### config.mk
export PLATFORM = sky130hd
export DESIGN_NAME = hazard_unit_flat
export DESIGN_NICKNAME = d
export VERILOG_FILES = /design/src/rtl/hazard_unit_if.sv /design/src/rtl/hazard_unit.sv /design/src/flat_wrapper.sv
export SDC_FILE = /design/constraint.sdc
export NUM_CORES = 1
export LEC_CHECK = 0
export CAP_MARGIN = 5
export CORE_MARGIN = 2
export CORE_UTILIZATION = 35
export CTS_BUF_LIST = sky130_fd_sc_hd__clkbuf_8
export CTS_CLUSTER_DIAMETER = 100
export CTS_CLUSTER_SIZE = 8
export DETAILED_ROUTE_END_ITERATION = 10
export GPL_TIMING_DRIVEN = 0
export HOLD_SLACK_MARGIN = 0.05
export PLACE_DENSITY = 0.84
export SLEW_MARGIN = 25
export SYNTH_ARGS = -nofsm -noshare
export SYNTH_HDL_FRONTEND = slang
export SYNTH_SLANG_ARGS = --single-unit
export TNS_END_PERCENT = 30
### constraint.sdc
create_clock -name clk -period 1.82 [get_ports clk]
set_input_delay 0.182 -clock clk [delete_from_list [all_inputs] [get_ports clk]]
set_output_delay 0.182 -clock clk [all_outputs]
set_load 0.005 [all_outputs]
### src/rtl/hazard_unit_if.sv
`default_nettype none
// ============================================================================
//  Module      : hazard_unit_if
//  Description : Signal bundle between the pipeline datapath and the hazard
//                unit. The pipeline side (master) presents the decode-stage
//                operands, the load in ID/EX, branch resolution and memory
//                readiness. The hazard unit (slave) answers with stall,
//                register-enable and flush controls plus status/statistics.
//  Revision    : 1.0  initial release
// ----------------------------------------------------------------------------
//  Signals
//    ifid_opcode  [5:0]  opcode of the instruction being decoded
//    ifid_rs/rt   [4:0]  source registers of the IF/ID instruction
//    idex_memread        ID/EX instruction is a load
//    idex_rt      [4:0]  destination register of that load
//    branch_taken        branch resolved taken in the M stage
//    mem_busy            memory not ready
//    stall               forces a bubble into decode
//    pc_write            PC register enable
//    ifid_write          IF/ID register enable
//    flush_ifid/idex/exmem  pipeline register flushes
//    state        [1:0]  hazard FSM state (RUN/LDSTALL/MEMWAIT/FLUSH)
//    mem_timeout         sticky: memory busy for 255 consecutive cycles
//    stall_cycles [15:0] stall statistics (zero unless stats are built)
//    flush_count  [7:0]  flush statistics (zero unless stats are built)
// ============================================================================
interface hazard_unit_if;
    logic [5:0]  ifid_opcode;
    logic [4:0]  ifid_rs;
    logic [4:0]  ifid_rt;
    logic        idex_memread;
    logic [4:0]  idex_rt;
    logic        branch_taken;
    logic        mem_busy;

    logic        stall;
    logic        pc_write;
    logic        ifid_write;
    logic        flush_ifid;
    logic        flush_idex;
    logic        flush_exmem;
    logic [1:0]  state;
    logic        mem_timeout;
    logic [15:0] stall_cycles;
    logic [7:0]  flush_count;

    modport master (
        output ifid_opcode, ifid_rs, ifid_rt, idex_memread, idex_rt,
               branch_taken, mem_busy,
        input  stall, pc_write, ifid_write, flush_ifid, flush_idex,
               flush_exmem, state, mem_timeout, stall_cycles, flush_count
    );

    modport slave (
        input  ifid_opcode, ifid_rs, ifid_rt, idex_memread, idex_rt,
               branch_taken, mem_busy,
        output stall, pc_write, ifid_write, flush_ifid, flush_idex,
               flush_exmem, state, mem_timeout, stall_cycles, flush_count
    );
endinterface
`default_nettype wire

### src/rtl/hazard_unit.sv
`default_nettype none
// ============================================================================
//  Module      : hazard_unit
//  Description : Pipeline hazard controller. Detects load-use hazards in
//                decode, freezes the front end while memory is busy, and
//                flushes the younger stages when a branch resolves taken.
//                A sticky timeout flags 255 consecutive memory-busy cycles.
//  Revision    : 1.0  initial release
// ----------------------------------------------------------------------------
//  Ports
//    clk    in   single clock, all state updates on the rising edge
//    reset  in   asynchronous, active-high; clears all state immediately
//    bus    slave modport of hazard_unit_if (see that file for signals)
//
//  Build option
//    HAZARD_STATS_EN  when defined, saturating stall_cycles / flush_count
//                     counters are built; otherwise both read constant 0.
// ============================================================================
module hazard_unit (
    input  wire logic     clk,
    input  wire logic     reset,
    hazard_unit_if.slave  bus
);

    // Opcodes whose rt field is a source operand
    localparam logic [5:0] c_OP_RTYPE = 6'h00;
    localparam logic [5:0] c_OP_BEQ   = 6'h04;
    localparam logic [5:0] c_OP_STB   = 6'h28;
    localparam logic [5:0] c_OP_STW   = 6'h2B;

    localparam logic [7:0] c_BUSY_MAX = 8'hFF;

    typedef enum logic [1:0] {
        S_RUN     = 2'd0,
        S_LDSTALL = 2'd1,
        S_MEMWAIT = 2'd2,
        S_FLUSH   = 2'd3
    } state_t;

    state_t     r_state;
    state_t     w_state_nxt;
    logic       w_uses_rt;
    logic       w_load_use;
    logic       w_lu_window;
    logic       w_stall;
    logic [7:0] r_busy_cnt;
    logic       r_mem_timeout;

    // ------------------------------------------------------------------
    // Load-use detection
    // ------------------------------------------------------------------
    always_comb begin
        w_uses_rt = 1'b0;
        case (bus.ifid_opcode)
            c_OP_RTYPE, c_OP_STB, c_OP_STW, c_OP_BEQ: w_uses_rt = 1'b1;
            default:                                  w_uses_rt = 1'b0;
        endcase
    end

    assign w_load_use = bus.idex_memread
                     && (bus.idex_rt != 5'd0)
                     && ((bus.idex_rt == bus.ifid_rs)
                         || (w_uses_rt && (bus.idex_rt == bus.ifid_rt)));

    // load_use is only meaningful when ID/EX and IF/ID hold real
    // instructions. In LDSTALL ID/EX is the inserted bubble and in FLUSH
    // IF/ID is a flushed bubble, so both mask it. The cycle in which
    // mem_busy drops out of MEMWAIT is the first cycle the frozen pipeline
    // moves again, so the hazard is evaluated there exactly as in RUN.
    assign w_lu_window = (r_state == S_RUN) || (r_state == S_MEMWAIT);

    // ------------------------------------------------------------------
    // FSM: next state and combinational controls
    // ------------------------------------------------------------------
    always_comb begin
        w_stall     = 1'b0;
        w_state_nxt = S_RUN;

        if (!reset) begin
            w_stall = bus.mem_busy
                   || (w_lu_window && w_load_use && !bus.branch_taken);
        end

        if (bus.branch_taken) begin
            w_state_nxt = S_FLUSH;
        end else if (bus.mem_busy) begin
            w_state_nxt = S_MEMWAIT;
        end else if (w_lu_window && w_load_use) begin
            w_state_nxt = S_LDSTALL;
        end else begin
            w_state_nxt = S_RUN;
        end
    end

    always_ff @(posedge clk or posedge reset) begin
        if (reset) begin
            r_state <= S_RUN;
        end else begin
            r_state <= w_state_nxt;
        end
    end

    // The branch target load must reach the PC even during a stall.
    assign bus.stall       = w_stall;
    assign bus.pc_write    = bus.branch_taken || !w_stall;
    assign bus.ifid_write  = !w_stall;
    assign bus.flush_ifid  = bus.branch_taken;
    assign bus.flush_idex  = bus.branch_taken;
    assign bus.flush_exmem = bus.branch_taken;
    assign bus.state       = r_state;

    // ------------------------------------------------------------------
    // Memory-busy watchdog: counts consecutive busy cycles, saturating.
    // The timeout is raised on the edge that brings the count to 255.
    // ------------------------------------------------------------------
    always_ff @(posedge clk or posedge reset) begin
        if (reset) begin
            r_busy_cnt    <= 8'd0;
            r_mem_timeout <= 1'b0;
        end else if (bus.mem_busy) begin
            if (r_busy_cnt != c_BUSY_MAX) begin
                r_busy_cnt <= r_busy_cnt + 8'd1;
            end
            if (r_busy_cnt >= (c_BUSY_MAX - 8'd1)) begin
                r_mem_timeout <= 1'b1;
            end
        end else begin
            r_busy_cnt <= 8'd0;
        end
    end

    assign bus.mem_timeout = r_mem_timeout;

    // ------------------------------------------------------------------
    // Optional statistics
    // ------------------------------------------------------------------
`ifdef HAZARD_STATS_EN
    logic [15:0] r_stall_cycles;
    logic [7:0]  r_flush_count;

    always_ff @(posedge clk or posedge reset) begin
        if (reset) begin
            r_stall_cycles <= 16'd0;
            r_flush_count  <= 8'd0;
        end else begin
            if (w_stall && (r_stall_cycles != 16'hFFFF)) begin
                r_stall_cycles <= r_stall_cycles + 16'd1;
            end
            if (bus.branch_taken && (r_flush_count != 8'hFF)) begin
                r_flush_count <= r_flush_count + 8'd1;
            end
        end
    end

    assign bus.stall_cycles = r_stall_cycles;
    assign bus.flush_count  = r_flush_count;
`else
    assign bus.stall_cycles = 16'd0;
    assign bus.flush_count  = 8'd0;
`endif

endmodule
`default_nettype wire

### src/flat_wrapper.sv
// flat-port wrapper written by rule: the top's interface ports become plain ports
module hazard_unit_flat 
  (clk, reset, bus_ifid_opcode, bus_ifid_rs, bus_ifid_rt, bus_idex_memread, bus_idex_rt, bus_branch_taken, bus_mem_busy, bus_stall, bus_pc_write, bus_ifid_write, bus_flush_ifid, bus_flush_idex, bus_flush_exmem, bus_state, bus_mem_timeout, bus_stall_cycles, bus_flush_count);
  hazard_unit_if bus_i ();
  input  wire logic clk;
  input  wire logic reset;
  input wire logic [$bits(bus_i.ifid_opcode)-1:0] bus_ifid_opcode;
  input wire logic [$bits(bus_i.ifid_rs)-1:0] bus_ifid_rs;
  input wire logic [$bits(bus_i.ifid_rt)-1:0] bus_ifid_rt;
  input wire logic [$bits(bus_i.idex_memread)-1:0] bus_idex_memread;
  input wire logic [$bits(bus_i.idex_rt)-1:0] bus_idex_rt;
  input wire logic [$bits(bus_i.branch_taken)-1:0] bus_branch_taken;
  input wire logic [$bits(bus_i.mem_busy)-1:0] bus_mem_busy;
  output wire logic [$bits(bus_i.stall)-1:0] bus_stall;
  output wire logic [$bits(bus_i.pc_write)-1:0] bus_pc_write;
  output wire logic [$bits(bus_i.ifid_write)-1:0] bus_ifid_write;
  output wire logic [$bits(bus_i.flush_ifid)-1:0] bus_flush_ifid;
  output wire logic [$bits(bus_i.flush_idex)-1:0] bus_flush_idex;
  output wire logic [$bits(bus_i.flush_exmem)-1:0] bus_flush_exmem;
  output wire logic [$bits(bus_i.state)-1:0] bus_state;
  output wire logic [$bits(bus_i.mem_timeout)-1:0] bus_mem_timeout;
  output wire logic [$bits(bus_i.stall_cycles)-1:0] bus_stall_cycles;
  output wire logic [$bits(bus_i.flush_count)-1:0] bus_flush_count;
  assign bus_i.ifid_opcode = bus_ifid_opcode;
  assign bus_i.ifid_rs = bus_ifid_rs;
  assign bus_i.ifid_rt = bus_ifid_rt;
  assign bus_i.idex_memread = bus_idex_memread;
  assign bus_i.idex_rt = bus_idex_rt;
  assign bus_i.branch_taken = bus_branch_taken;
  assign bus_i.mem_busy = bus_mem_busy;
  assign bus_stall = bus_i.stall;
  assign bus_pc_write = bus_i.pc_write;
  assign bus_ifid_write = bus_i.ifid_write;
  assign bus_flush_ifid = bus_i.flush_ifid;
  assign bus_flush_idex = bus_i.flush_idex;
  assign bus_flush_exmem = bus_i.flush_exmem;
  assign bus_state = bus_i.state;
  assign bus_mem_timeout = bus_i.mem_timeout;
  assign bus_stall_cycles = bus_i.stall_cycles;
  assign bus_flush_count = bus_i.flush_count;
  hazard_unit u_core (.clk(clk), .reset(reset), .bus(bus_i));
endmodule
; ---- Word-level counts from Yosys, hierarchy flattened
; Index checks and enable logic that the tools add are counted.
[totals]
mem_count = 0
output_inout_bits = 33
input_bits = 26
mem_bits_rw = 0
reg_bits = 11
rom_bits = 0
wordCells = 36
latchBits = 0
[classes]
add_sub_neg = 1
n_eq_ne = 8
n_lt_le_gt_ge = 1
shift = 0
mul = 0
n_reduce_logical = 16
div_mod_pow = 0
bitwise_logic = 0
muxes = 7
[ops]
columns = cell, n
row1 = $mux 8, 2
row2 = $eq 6x6->1 const B, 2
row3 = $eq 5x5->1, 2
row4 = $add 8x1->8 const B, 1
row5 = $ge 8x8->1 const B, 1
row6 = $ne 8x8->1 const B, 1
row7 = $eq 6x3->1 const B, 1
row8 = $logic_not 6->1, 1
row9 = $logic_and 1x1->1, 5
row10 = $reduce_bool 5->1, 1
row11 = $logic_or 1x1->1, 4
row12 = $mux 2, 2
row13 = $reduce_or 4->1, 1
row14 = $mux 1, 3
row15 = $eq 2x2->1 const B, 1
row16 = $logic_not 1->1, 2
row17 = $logic_not 2->1, 1
row18 = $ne 2x1->1 const B, 1
row19 = $reduce_and 2->1, 1

; ---- Logic depth before layout (Yosys ltp)
[depth]
ltp_word = 12
mapped_depth = 6
mapped_depth_nobuf = 5

; ---- Worst setup path before layout
; OpenSTA, ideal clock, no wires.
[synth_timing]
kind = flip-flop to output port
startpoint = reg u_core.r_state[0] (netlist: u_core.bus.state[0])
endpoint = out bus_ifid_write
t_arrival_ps = 1289
required_time_ps = 1638
n_path_buf = 0
slack_ps = 349
path_stages_with_launch = 5
cell_sequence = dfrtp_1 nand2b_1 nor4_4 a21oi_2 a221o_1
[synth_via]
elab_chain_cells = 7
word_cells_on_any_way = 8
classes_between = eq/ne (1) / mux (1) / reduce/logical (6)
[synth_lines]
columns = element, line_no
row1 = start: declaration, hazard_unit.sv:40  ; state_t r_state;
row2 = start signal: assignment, hazard_unit.sv:99  ; r_state <= w_state_nxt;
row3 = $eq 2x2->1 / $logic_not 2->1 (equally long branches), hazard_unit.sv:70  ; assign w_lu_window = (r_state == S_RUN) || (r_state == S_MEMWAIT);
row4 = $logic_or 1x1->1 (*), hazard_unit.sv:70
row5 = $logic_and 1x1->1 (*) (2 in a row), hazard_unit.sv:81  ; || (w_lu_window && w_load_use && !bus.branch_taken);
row6 = $logic_or 1x1->1 (*), hazard_unit.sv:81
row7 = $mux 1 (*), hazard_unit.sv:79  ; if (!reset) begin
row8 = $logic_not 1->1 (*), hazard_unit.sv:106  ; assign bus.ifid_write = !w_stall;
row9 = end: declaration, flat_wrapper.sv:16  ; output wire logic [$bits(bus_i.ifid_write)-1:0] bus_ifid_write;
; Every way passes the cells marked *; elsewhere a longest branch is shown, timed or not.

; ---- Final worst setup path
; Ends and elaborated chain as after synthesis.

==> implementation parameters <==
Parameter                              Value

Critical path
  Flop-to-flop setup slack ... 0.23 ns
  Worst endpoint required time ... 1.64 ns
  Crit. End Element ... output port
  End point of the critical path ... bus_ifid_write
  Crit path from ... u_core.bus.state[0]
  Crit-path max FO ... 3
  Cell Chain, Critical Path ... nand2b_4 > a21oi_2 > nand4_1 > buf_4 > a221o_1 > buf_2
  Crit Reg-Reg Endpoint ... u_core.r_busy_cnt[1]
  Kind of start point of the critical path ... flip-flop
  CP max-delay cell ... dfrtp_1
  Peak per-stage delay on the critical path ... 0.38 ns
  Arrival time of the worst setup path ... 1.64 ns
  Cell count of the worst reg-to-reg path ... 6
  Worst r2r src ... u_core.r_busy_cnt[1]
  Worst setup path class ... reg2out

Job
  Max Cap Viol ... 0

Drt
  Vias per inst ... 4.72
  Post-DR wirelength/cell ... 12.4 µm
  DR DRC count ... 0
  Routed vias ... 943
  DRT Wirelength ... 2.48 mm
  Number of nets with antenna violations after detailed routing ... 0
  Drt initial violations ... 31
  First-pass detailed-route iteration total ... 4

STA
  Number of failing hold endpoints at the final stage ... 0
  Hold slack final ... 0.344 ns
  F_max ... 550 MHz
  Maximum clock skew at final layout ... 0.00260 ns
  Setup repair after global routing missed its margin ... yes
  Final total negative setup slack ... 0 ns
  # setup viols final ... 0
  Max Transition Viols Final ... 0
  Fin crit share ... 0.999
  Period minus WS final ... 1.82 ns

Synthesis
  Area fraction in compound gates after synthesis ... 0.161
  Largest family of logic cells by synthesized area ... buffers and inverters
  Post-synthesis share of cell area spent on and, or, nand and nor gates ... 0.154
  Count of different cell masters after synthesis ... 35
  Proportion of synthesized chip area in sequential cells ... 0.289
  Post-synthesis adder-cell area fraction ... 0.0262
  Xor and xnor fraction of the mapped netlist area ... 0.129
  Syn Inst Count ... 105
  Post-synthesis average cell area ... 9.08 µm²
  YS warnings ... 0
  Share of synthesized area spent on multiplexers ... 0
  Flip-flop and latch count after synthesis ... 11
  Area of the mapped netlist ... 953 µm²

GRT
  Initial antenna violation count ... 0
  Total global routing track utilization ... 0.161
  Total congestion overflow ... 0
  Largest net degree at the start of global routing ... 12
  Vias in the first global route ... 850
  Global-route wire length before repair ... 3.96 mm

Run status
  Status ... finished, final reports clean

Die
  Die ar. ... 3160 µm²
  I/O pins ... 59
  Die extent in y ... 56.2 µm
  Num rows ... 18
  Area of the core ... 2520 µm²
  Die X-Extent ... 56.2 µm
  Initial cell density of the core ... 0.378

Power and ir drop
  Net Sw Power ... 0.197 mW
  Worst IR drop on VDD ... 296 µV
  Cell area power density ... 469 nW/µm²
  Clock share of power ... 0.340
  Reg power frac ... 0.367
  Logic pwr share ... 0.293
  LEAKAGE ... 0.746 nW
  Cell internal power dissipation ... 0.520 mW
  Fraction of power spent switching nets ... 0.275

Clock network
  Source-to-sink clock delay at the later pin of the worst-skew pair ... 0.24 ns
  CTS Buffer Depth ... 2
  Post-CTS Hold Buffers ... 0
  Clock Sinks ... 11
  Number of buffers added by the clock tree synthesis step ... 3
  H-Tree Depth ... 1
  Reg clk slew, reported paths ... 0.05 ns
  TritonCTS clock tree ... built
  Clock tree root driver cell ... clkbuf_8

Cells and area
  Multi-input logic area ... 598 µm²
  Layout cells sized above 1 ... 0.312
  NumNets Final ... 199
  Combined flip-flop and latch cell area ... 275 µm²
  Number of filler cells placed in the layout ... 219
  Antenna diode count ... 0
  Area growth from synthesis to layout ... 60.2%

Min path
  Worst hold-check path type ... in2async

Placed design
  Number of input and output port buffers inserted ... 34
  Dpl hpwl ... 1.86 mm
  Routability-driven placement congestion ratio ... 0.906
==> cells by family after synthesis <==
logic type	count (synthesis)
flops	11
xor+xnor	14
other cells	1
fa+ha+maj	2
buf+inv	33
compound gates	21
simple gates	23
==> timing repair <==
action                                  4_1_cts  5_1_grt
pin swaps                                     9        2
endpoints found under the setup margin        3        3
resized for setup                            42        4
setup buffers                                 2        2
==> cells in the mapped netlist (all sizes together) <==
cell     count  area share
a221o        1       0.010
xor2        11        0.10
a211o        1      0.0092
conb         1      0.0039
a211oi       3       0.024
nand2b       1      0.0066
inv          4       0.016
buf         28        0.22
xnor2        3       0.028
a2111oi      1       0.016
a221oi       1      0.0092
a31oi        4       0.026
nand4        3       0.020
nor4         3       0.042
or2          1      0.0066
nand3        1      0.0052
o21bai       1      0.0079
o2111ai      1      0.0092
nor2         4       0.016
and4         1      0.0092
nand2        3       0.012
and3         1      0.0066
or3          1      0.0066
dfrtp       11        0.29
clkinv       1      0.0039
o21ai        3       0.016
a2bb2oi      1      0.0092
nor3b        1      0.0079
ha           2       0.026
a21oi        4       0.025
nor3         3       0.016
==> worst min path at each step <==
| stage | start | end | cells past startpoint |
|---|---|---|---|
| floorplan | reset | u_core.bus.mem_timeout | 1 |
| global placement | u_core.bus.mem_timeout | u_core.bus.mem_timeout | 1 |
| detailed placement | u_core.bus.mem_timeout | u_core.bus.mem_timeout | 1 |
| CTS | reset | u_core.r_busy_cnt[5] | 2 |
| global route | reset | u_core.r_busy_cnt[5] | 2 |
| finish | reset | u_core.r_busy_cnt[7] | 2 |
==> power groups by stage <==
stage / clock, mW / sequential (mW) / combinational [mW]
CTS: 0.248 / 0.262 / 0.200
finish: 0.244 / 0.263 / 0.210
global placement: 0 / 0.265 / 0.200
global route: 0.260 / 0.264 / 0.230
detailed placement: 0 / 0.266 / 0.204
floorplan: 0 / 0.264 / 0.108
==> critical path: cells and delay by family (launching register included) <==
kind                   cells  cell delay [ns]
and+or+nand+nor            2             0.31
buffers and inverters      2             0.32
DFF                        1             0.38
AOI/OAI and AO/OA          2             0.39
==> flip-flops by register name, summed over array words and instances (netlist names) <==
name	cells
u_core.bus.mem_timeout	1
u_core.bus.state	2
u_core.r_busy_cnt	8
==> stage by stage <==
step	util	setup WS, ns	instance area, µm²	instances	power (mW)
2_1_floorplan	-	0.349	1040	128	0.373
3_3_place_gp	0.562	-0.561	1420	192	0.465
3_5_place_dp	0.562	-0.598	1420	192	0.470
4_1_cts	0.591	-0.0243	1490	198	0.710
5_1_grt	0.606	-0.0748	1530	200	0.753
6_report	0.606	0.00133	1530	200	0.717
==> placed cells by master, fill, tap and decap left out, types with 4 or more instances in the layout <==
| cell | synthesis | final |
|---|---|---|
| xor2_1 | 11 | 8 |
| clkdlybuf4s50_1 | 0 | 12 |
| inv_1 | 4 | 5 |
| buf_2 | 1 | 4 |
| dlygate4sd2_1 | 0 | 14 |
| a31oi_1 | 4 | 4 |
| buf_4 | 27 | 31 |
| conb_1 | 1 | 24 |
| nor2_1 | 4 | 4 |
| dfrtp_1 | 11 | 11 |
==> cell type report <==
cell class	count	share of cell area
Multi-Input combinational cell	84	0.391
Timing Repair Buffer	38	0.224
Sequential cell	11	0.180
Buffer	28	0.136
Clock buffer	3	0.0270
Tap cell	30	0.0246
Inverter	5	0.0147
Clock inverter	1	0.00246
==> routing by layer <==
layer | share of wire | global-route usage | up-vias
met3 | 0.11 | 0.0465 | 2
li1 | - | - | 445
met4 | 0.0085 | 0.0612 | 0
met1 | 0.38 | 0.186 | 433
met5 | 0 | 0 | -
met2 | 0.49 | 0.279 | 63
Power figures use the tool's default switching activity.
